### src/rtl/seq_addsub_n.sv
// Multi-cycle WIDTH-bit adder/subtractor, CHUNK bits per clock, LSB slice first.
// Optional signed saturation on overflow: define SEQ_ADDSUB_SAT_EN.
module seq_addsub_n #(
    parameter int WIDTH = 16,
    parameter int CHUNK = 4
) (
    input  logic             clk,
    input  logic             rst_n,
    input  logic             start,
    input  logic [WIDTH-1:0] ain,
    input  logic [WIDTH-1:0] bin,
    input  logic             cin,
    input  logic             sub,
    output logic             busy,
    output logic             done,
    output logic [WIDTH-1:0] s,
    output logic             c,
    output logic             v
);

    localparam int N  = WIDTH / CHUNK;
    localparam int IW = (N > 1) ? $clog2(N) : 1;
    localparam logic [IW-1:0] LAST = IW'(N - 1);

    typedef enum logic {
        IDLE,
        RUN
    } state_t;

    state_t           state;
    logic [WIDTH-1:0] a_q;
    logic [WIDTH-1:0] b_q;
    logic [WIDTH-1:0] r_q;
    logic             k_q;
    logic [IW-1:0]    idx;

    logic [31:0]      base;
    logic [CHUNK:0]   slice_sum;
    logic [WIDTH-1:0] r_next;
    logic             v_next;
    logic [WIDTH-1:0] s_final;

    // sub is folded into the latched B' and initial carry, so it needs no register of its own
    always_comb begin
        base      = 32'(idx) * 32'(CHUNK);
        slice_sum = {1'b0, a_q[base +: CHUNK]} + {1'b0, b_q[base +: CHUNK]}
                  + {{CHUNK{1'b0}}, k_q};
        r_next    = r_q;
        r_next[base +: CHUNK] = slice_sum[CHUNK-1:0];
        v_next    = (a_q[WIDTH-1] == b_q[WIDTH-1]) && (r_next[WIDTH-1] != a_q[WIDTH-1]);
`ifdef SEQ_ADDSUB_SAT_EN
        if (v_next)
            s_final = a_q[WIDTH-1] ? {1'b1, {(WIDTH-1){1'b0}}} : {1'b0, {(WIDTH-1){1'b1}}};
        else
            s_final = r_next;
`else
        s_final   = r_next;
`endif
    end

    always_ff @(posedge clk or negedge rst_n) begin
        if (!rst_n) begin
            state <= IDLE;
            busy  <= 1'b0;
            done  <= 1'b0;
            s     <= '0;
            c     <= 1'b0;
            v     <= 1'b0;
            a_q   <= '0;
            b_q   <= '0;
            r_q   <= '0;
            k_q   <= 1'b0;
            idx   <= '0;
        end else begin
            done <= 1'b0;
            case (state)
                IDLE: begin
                    if (start) begin
                        a_q   <= ain;
                        b_q   <= sub ? ~bin : bin;
                        k_q   <= cin ^ sub;
                        r_q   <= '0;
                        idx   <= '0;
                        busy  <= 1'b1;
                        state <= RUN;
                    end
                end
                RUN: begin
                    r_q <= r_next;
                    k_q <= slice_sum[CHUNK];
                    if (idx == LAST) begin
                        s     <= s_final;
                        c     <= slice_sum[CHUNK];
                        v     <= v_next;
                        done  <= 1'b1;
                        busy  <= 1'b0;
                        state <= IDLE;
                    end else begin
                        idx <= idx + 1'b1;
                    end
                end
                default: state <= IDLE;
            endcase
        end
    end

endmodule

### config.mk
export PLATFORM = sky130hd
export DESIGN_NAME = seq_addsub_n
export DESIGN_NICKNAME = d
export VERILOG_FILES = /design/src/rtl/seq_addsub_n.sv
export SDC_FILE = /design/constraint.sdc
export NUM_CORES = 1
export LEC_CHECK = 0
export CAP_MARGIN = 30
export CORE_ASPECT_RATIO = 0.8
export CORE_MARGIN = 1.5
export CORE_UTILIZATION = 50
export CTS_CLUSTER_SIZE = 10
export DETAILED_ROUTE_END_ITERATION = 10
export PLACE_DENSITY = 0.75
export SLEW_MARGIN = 20
export SYNTH_ARGS = -nofsm -noshare
export SYNTH_HDL_FRONTEND = slang
export SYNTH_SLANG_ARGS = --single-unit
### constraint.sdc
create_clock -name clk -period 3.5 [get_ports clk]
set_input_delay 0.7 -clock clk [delete_from_list [all_inputs] [get_ports clk]]
set_output_delay 0.7 -clock clk [all_outputs]
set_load 0.05 [all_outputs]
After elaboration in Yosys (flattened, before gate mapping) --
Index checks and enable logic that the tools add are counted. Widths: inputs -> output; s select.
Word-level totals: input bits 37, output and inout port bits 20, register bits after elaboration 72
Cells by class: reductions and logical operators 5, bitwise gates (word level) 3, mux-type cells 17, equality and inequality tests 6, shift-type cells 4, add/sub/neg operators 4
Operators by type and width (count):
- $neg 4->34 | 1
- $shift 4x34->16 const A | 1
- $shiftx 4x34->16 | 1
- $mux 16 | 2
- $pmux 16 s2 | 1
- $shiftx 16x5->4 | 2
- $bwmux 16 | 1
- $not 16->16 | 1
- $reduce_and 2->1 | 4
- $mux 1 | 7
- $pmux 1 s2 | 3
- $add 4x4->5 | 1
- $add 5x1->5 | 1
- $mux 2 | 2
- $ne 2x2->1 const B | 2
- $pmux 2 s2 | 1
- $add 2x1->2 const B | 1
- $eq 2x2->1 const B | 1
- $ne 2x1->1 const B | 1
- $eq 1x1->1 | 1
- $logic_and 1x1->1 | 1
- $ne 1x1->1 | 1
- $not 1->1 | 1
- $xor 1x1->1 | 1

Logic depth before layout (Yosys ltp) --
Gate-level depths: netlist of the first run.
word-level depth 7, mapped depth 10

Least setup slack after synthesis of the first run --
OpenSTA, ideal clock, no wires.
path type reg2reg, from reg idx[0], to reg r_q[14], setup slack 0.952 ns, data arrival time 2.427 ns, cell stages (with the launch flop) 10, cells stage by stage dfrtp_1 buf_4 buf_6 mux4_2 fa_1 inv_1 fa_1 xor2_1 nor2_1 a22o_1
Between the ends: longest elaborated chain between the ends 6
Ends and longest elaborated chain:
- start: declaration | RTL line 35 | logic [IW-1:0] idx;
- start signal: assignment | RTL line 99 | idx <= idx + 1'b1;
- $shiftx 16x5->4 | RTL line 46 | slice_sum = {1'b0, a_q[base +: CHUNK]} + {1'b0, b_q[base +: CHUNK]}
- $add 4x4->5 | RTL line 46
- $add 5x1->5 | RTL line 47 | + {{CHUNK{1'b0}}, k_q};
- $shiftx 4x34->16 | RTL line 49 | r_next[base +: CHUNK] = slice_sum[CHUNK-1:0];
- $bwmux 16 * | RTL line 49
- $pmux 16 s2 * | RTL line 76 | case (state)
- end signal: assignment | RTL line 89 | r_q <= r_next;
- end: declaration | RTL line 33 | logic [WIDTH-1:0] r_q;
Mark *: on every way between the ends. The rest lies on a longest branch, timed or not. A chain may end at the register's enable or synchronous reset.

Worst setup path after layout of the first run --
Ends and elaborated chain as after synthesis.

==> metrics, run 1 <==
status complete, no violations; minimum clock period 2.76 ns; finished layout cell area 0.00442 mm²; layout cell share with drive strength beyond 1 15.5%; Synth Warn # 0; Die X 97.4 µm; antenna-violating nets left 0; CTS max path bufs 2; fill cell count 566; H-Tree Depth 3; Seq cells post-synth 72; Final Non-Filler Cells 461; Floorplan Core Area 0.00689 mm²; routed via count 2,510; gr ovfl total 0; Iter 0 DRT Violations 115; leakage power 1.92 nW; max-slew violations 0; Slew Limit Headroom 45.0%; pre-CTS WS 0.754 ns; post-synthesis cell area 0.00357 mm²; final setup vio count 0; root buffer cell clkbuf_8; maximum vdd drop 0.000415 V; Post-Place Cells 445; io pins 57; Clock transition at path regs 0.07 ns; CTS Hold Bufs 0; gr usage total 20.9%; via/cell ratio 5.44; TritonCTS clock tree yes; RSZ-0062 raised after global routing no; post-cts sizing count 0; Max Cap Viol 0; Design Power 4.34 mW; Post-DP HPWL 5080 µm; Hold Vio Cnt, Final 0; crit path capture type flop; slew at the pin with the worst max-slew slack 0.826 ns; Distinct cells, synth 42; CP Max Fanout 9; Worst Slack Setup Final 0.745 ns; gp weighted congestion 0.787; Worst-Skew Late Latency 0.34 ns; Initial Utilization 51.7%; clk_skew 0.00756 ns; syn nets 361; area share of the largest cell type after synthesis 50.5%; # diodes 0; Hold Crit Class input pin to asynchronous set/reset pin; post-CTS setup buffer count 0; Die ar. 0.00765 mm²; crit path DAT 2.99 ns; num rows 27; first-pass GRT wire length 12,500 µm; TNS Setup 0 ns; hold_ws 0.447 ns; fraction of registers with async set/reset 100%; Post-synth EDFFs 0; CP Launch Type flop; PD cells 982 mW/mm²; CTS sink cnt 72; Seq/Total Area, Yosys 50.5%; vias in the first global route 2,518; Syn Inst Count 313; Yosys top cell by area dfrtp_1; final WL 7360 µm; crit share post-route 78.7%; Core Util, Final 64.1%; fmax 363 MHz; CP Class flop to flop; top post-synthesis cells by area dfrtp_1, mux2_2, mux4_2; ys flop type dfrtp_1; Final #Nets 417; largest net degree at the start of global routing 50; routed len/inst 16.0 µm; Post-route DRC 0; area grow syn2layout 23.9%; die height 78.5 µm; TritonCTS Buffers 9; Avg Cell Area, Syn 11.4 µm²; initial antenna violation count 0; worst path required time 3.73 ns; Placed Area 0.00420 mm²; I/O Buffers 56; Pre-Repair DR Iteration Count 4
==> registers in the layout, summed over array words and instances (netlist names), 2 cells and up <==
| name | cells |
|---|---|
| r_q | 16 |
| idx | 2 |
| a_q | 16 |
| b_q | 16 |
| s | 16 |
==> synthesized netlist by cell type, drive strengths merged, types with 5 or more instances <==
master	n
nand2b	11
mux2i	9
dfrtp	72
nand2	47
buf	11
o21ai	32
inv	20
clkbuf	7
mux2	20
mux4	8
a22oi	5
ha	9
xnor2	18
o31ai	6
o22ai	6
==> final timing paths <==
check / slack, ns / endpoint / startpoint / cells past startpoint
min in group clk: 0.48 / s[4] / s[4] / 2
worst max-delay path: 0.74 / r_q[14] / idx[0] / 7
worst min-delay path: 0.45 / a_q[3] / rst_n / 1
max in group asynchronous: 2.37 / idx[0] / rst_n / 2
worst max register to register: 0.74 / r_q[14] / idx[0] / 7
worst min register to register: 0.48 / s[4] / s[4] / 2
==> kinds of logic after synthesis <==
group                    Yosys count  share of synthesized area (%)
AND/OR/NAND/NOR                   74                           11.0
flip-flops                        72                           50.5
AO/OA/AOI/OAI                     62                           10.6
buffers and inverters             38                           4.95
multiplexers                      37                           14.0
XOR/XNOR                          19                           4.67
adder cells (fa/ha/maj)           11                           4.28
==> cells in the final DEF, fill, tap and decap left out, types with 3 or more instances in the layout <==
| master | netlist | final |
|---|---|---|
| mux2i_1 | 9 | 9 |
| o21ai_0 | 30 | 30 |
| a21oi_1 | 3 | 3 |
| o22ai_1 | 6 | 6 |
| o31ai_1 | 6 | 6 |
| nand2b_1 | 11 | 10 |
| buf_4 | 2 | 6 |
| mux4_2 | 8 | 8 |
| xnor2_1 | 18 | 18 |
| dfrtp_1 | 72 | 72 |
| mux2_2 | 19 | 19 |
| a32oi_1 | 3 | 3 |
| clkbuf_8 | 1 | 10 |
| a22o_1 | 3 | 3 |
| ha_1 | 9 | 9 |
| a22oi_1 | 5 | 5 |
| clkdlybuf4s50_1 | 0 | 55 |
| inv_1 | 19 | 19 |
| nand2_1 | 47 | 47 |
==> power breakdown <==
group | internal, mW | switching [mW] | total, mW
registers | 1.18 | 0.258 | 1.43
clock network | 0.420 | 0.306 | 0.726
logic | 0.923 | 1.25 | 2.18
==> layout make-up <==
type | instances | area (µm²) | share of cell area (%)
Clock buffer | 11 | 141 | 3.20
Clock inverter | 5 | 80.1 | 1.81
Inverter | 20 | 75.1 | 1.70
Multi-Input combinational cell | 203 | 1590 | 36.0
Sequential cell | 72 | 1800 | 40.8
Tap cell | 87 | 109 | 2.46
Timing Repair Buffer | 63 | 621 | 14.0
==> routing by layer <==
metal  share of wire, %  vias up  routed length, µm  global-route usage [%]
met2                 47       61               3440                    32.9
li1                   -     1195                  -                       -
met1                 47     1247               3500                    28.5
met3                4.8        7                354                    6.23
met4               0.92        0                 68                    5.29
met5                  0        -                  0                       0
==> critical path, cell delays in order, from the launching register on <==
cell	delay [ns]
dfrtp_1	0.68
mux4_2	0.60
fa_1	0.42
inv_1	0.08
fa_1	0.24
xor2_1	0.27
nor2_1	0.12
a22o_1	0.24
Note: power is estimated with default switching activity, not from simulation.
==> run 2: changes to the inputs <==
- clock period: 3.5 -> 2.58 ns (I/O delays scaled with it)
==> run 2 against run 1 <==
Net effect: register-to-register slack worse by 0.60 ns; clock-buffer cell count decreased by 1; via count about the same; critical path depth unchanged; sequential power is 33% higher; utilization is 0.073 points higher; largest cell class unchanged.
==> metrics, run 2 (synthesis results as in run 1) <==
CP Launch Type flop; root buffer cell clkbuf_8; hold_ws 0.124 ns; Initial Utilization 51.7%; maximum vdd drop 0.000577 V; routed len/inst 16.0 µm; Max Cap Viol 0; crit path capture type flop; area grow syn2layout 24.0%; via/cell ratio 5.40; Worst path max stage delay 0.53 ns; status complete, no violations; Post-route DRC 0; TNS Setup 0 ns; Post-DP HPWL 5330 µm; TritonCTS clock tree yes; CP Class flop to flop; CTS sink cnt 72; largest net degree at the start of global routing 53; max-slew violations 0; fmax 411 MHz; Crit-path slowest cell mux4_2; Post-Place Cells 450; final setup vio count 0; PD cells 1320 mW/mm²; commonest non-fill, non-tap cell in the layout dfrtp_1; initial antenna violation count 0; gp weighted congestion 0.828; leakage power 1.94 nW; Reg2Reg Depth 7; M1 WL 3550 µm; Iter 0 DRT Violations 150; worst path required time 2.82 ns; minimum clock period 2.43 ns; commonest non-fill, non-tap cells in the layout dfrtp_1, clkdlybuf4s50_1, nand2_1; Design Power 5.86 mW; io pins 57; Worst-Skew Late Latency 0.35 ns; routed via count 2,509; fill cell count 576; num rows 27; gr ovfl total 0; most used cell, CP fa_1; slew at the pin with the worst max-slew slack 0.647 ns; Final #Nets 423; critical-path cell list mux4_2 -> fa_1 -> inv_1 -> fa_1 -> xor2_1 -> nor2_1 -> a22o_1; CTS max path bufs 2; H-Tree Depth 3; Final Non-Filler Cells 465; I/O Buffers 56; Worst Slack Setup Final 0.148 ns; vias in the first global route 2,536; Slew Limit Headroom 56.7%; crit share post-route 94.2%; Routed met2 length 3470 µm; Die ar. 0.00765 mm²; Pre-Repair DR Iteration Count 4; CP Max Fanout 4; crit path DAT 2.67 ns; final WL 7450 µm; pre-CTS WS 0.0791 ns; clk_skew 0.00665 ns; Core Util, Final 64.2%; met3 wire len 344 µm; # diodes 0; die height 78.5 µm; Top Metal Used met4; Floorplan Core Area 0.00689 mm²; first-pass GRT wire length 12,700 µm; TritonCTS Buffers 9; finished layout cell area 0.00442 mm²; Clock transition at path regs 0.07 ns; Placed Area 0.00423 mm²; Hold Vio Cnt, Final 0; Die X 97.4 µm; Hold Crit Class input pin to asynchronous set/reset pin; antenna-violating nets left 0; gr usage total 21.4%; layout cell share with drive strength beyond 1 17.7%
-- run 2: final timing paths --
check                             from  endpoint  slack (ns)
worst max-delay path            idx[0]   r_q[14]        0.15
worst min-delay path             rst_n    a_q[7]        0.12
worst max register to register  idx[0]   r_q[14]        0.15
worst min register to register    s[4]      s[4]        0.47
max in group asynchronous        rst_n    idx[0]        1.81
min in group clk                  s[4]      s[4]        0.47
-- run 2: layer usage --
metal	vias up	global-route usage, %
met5	-	0
met2	61	33.3
met3	11	5.08
met4	0	8.57
li1	1203	-
met1	1234	29.2
-- run 2: critical path, delay by kind of cell (launching register included) --
kind	cells	cell delay (ns)
AOI/OAI and AO/OA	1	0.24
buffers and inverters	1	0.09
adders and majority gates	2	0.67
xor gates and xnor gates	1	0.27
and+or+nand+nor	1	0.12
muxes	1	0.53
DFF	1	0.41
-- run 2: layout make-up --
class	instances	area, µm²	share of cell area [%]
sequential	72	1800	40.8
multi-input combinational	203	1610	36.4
timing repair buffer	69	666	15.0
clock buffer	10	138	3.11
tap	87	109	2.46
inverter	20	75.1	1.70
clock inverter	4	22.5	0.509
-- run 2: what timing repair did --
action / CTS / global route
hold endpoints to repair: 0 / 0
gates resized for setup: 0 / 4
endpoints found under the setup margin: 0 / 15
hold buffers: 0 / 0
buffers inserted: 0 / 1
-- run 2: report_power, final --
part | total (mW) | switching, mW | internal (mW)
Combinational | 3.20 | 1.81 | 1.39
Sequential | 1.90 | 0.304 | 1.60
Clock | 0.756 | 0.397 | 0.359
==> run 3: changes to the inputs <==
- CTS_CLUSTER_DIAMETER: not set -> 150
==> results of run 3 <==
No change in the layout: final DEF, timing and power equal those of run 2.
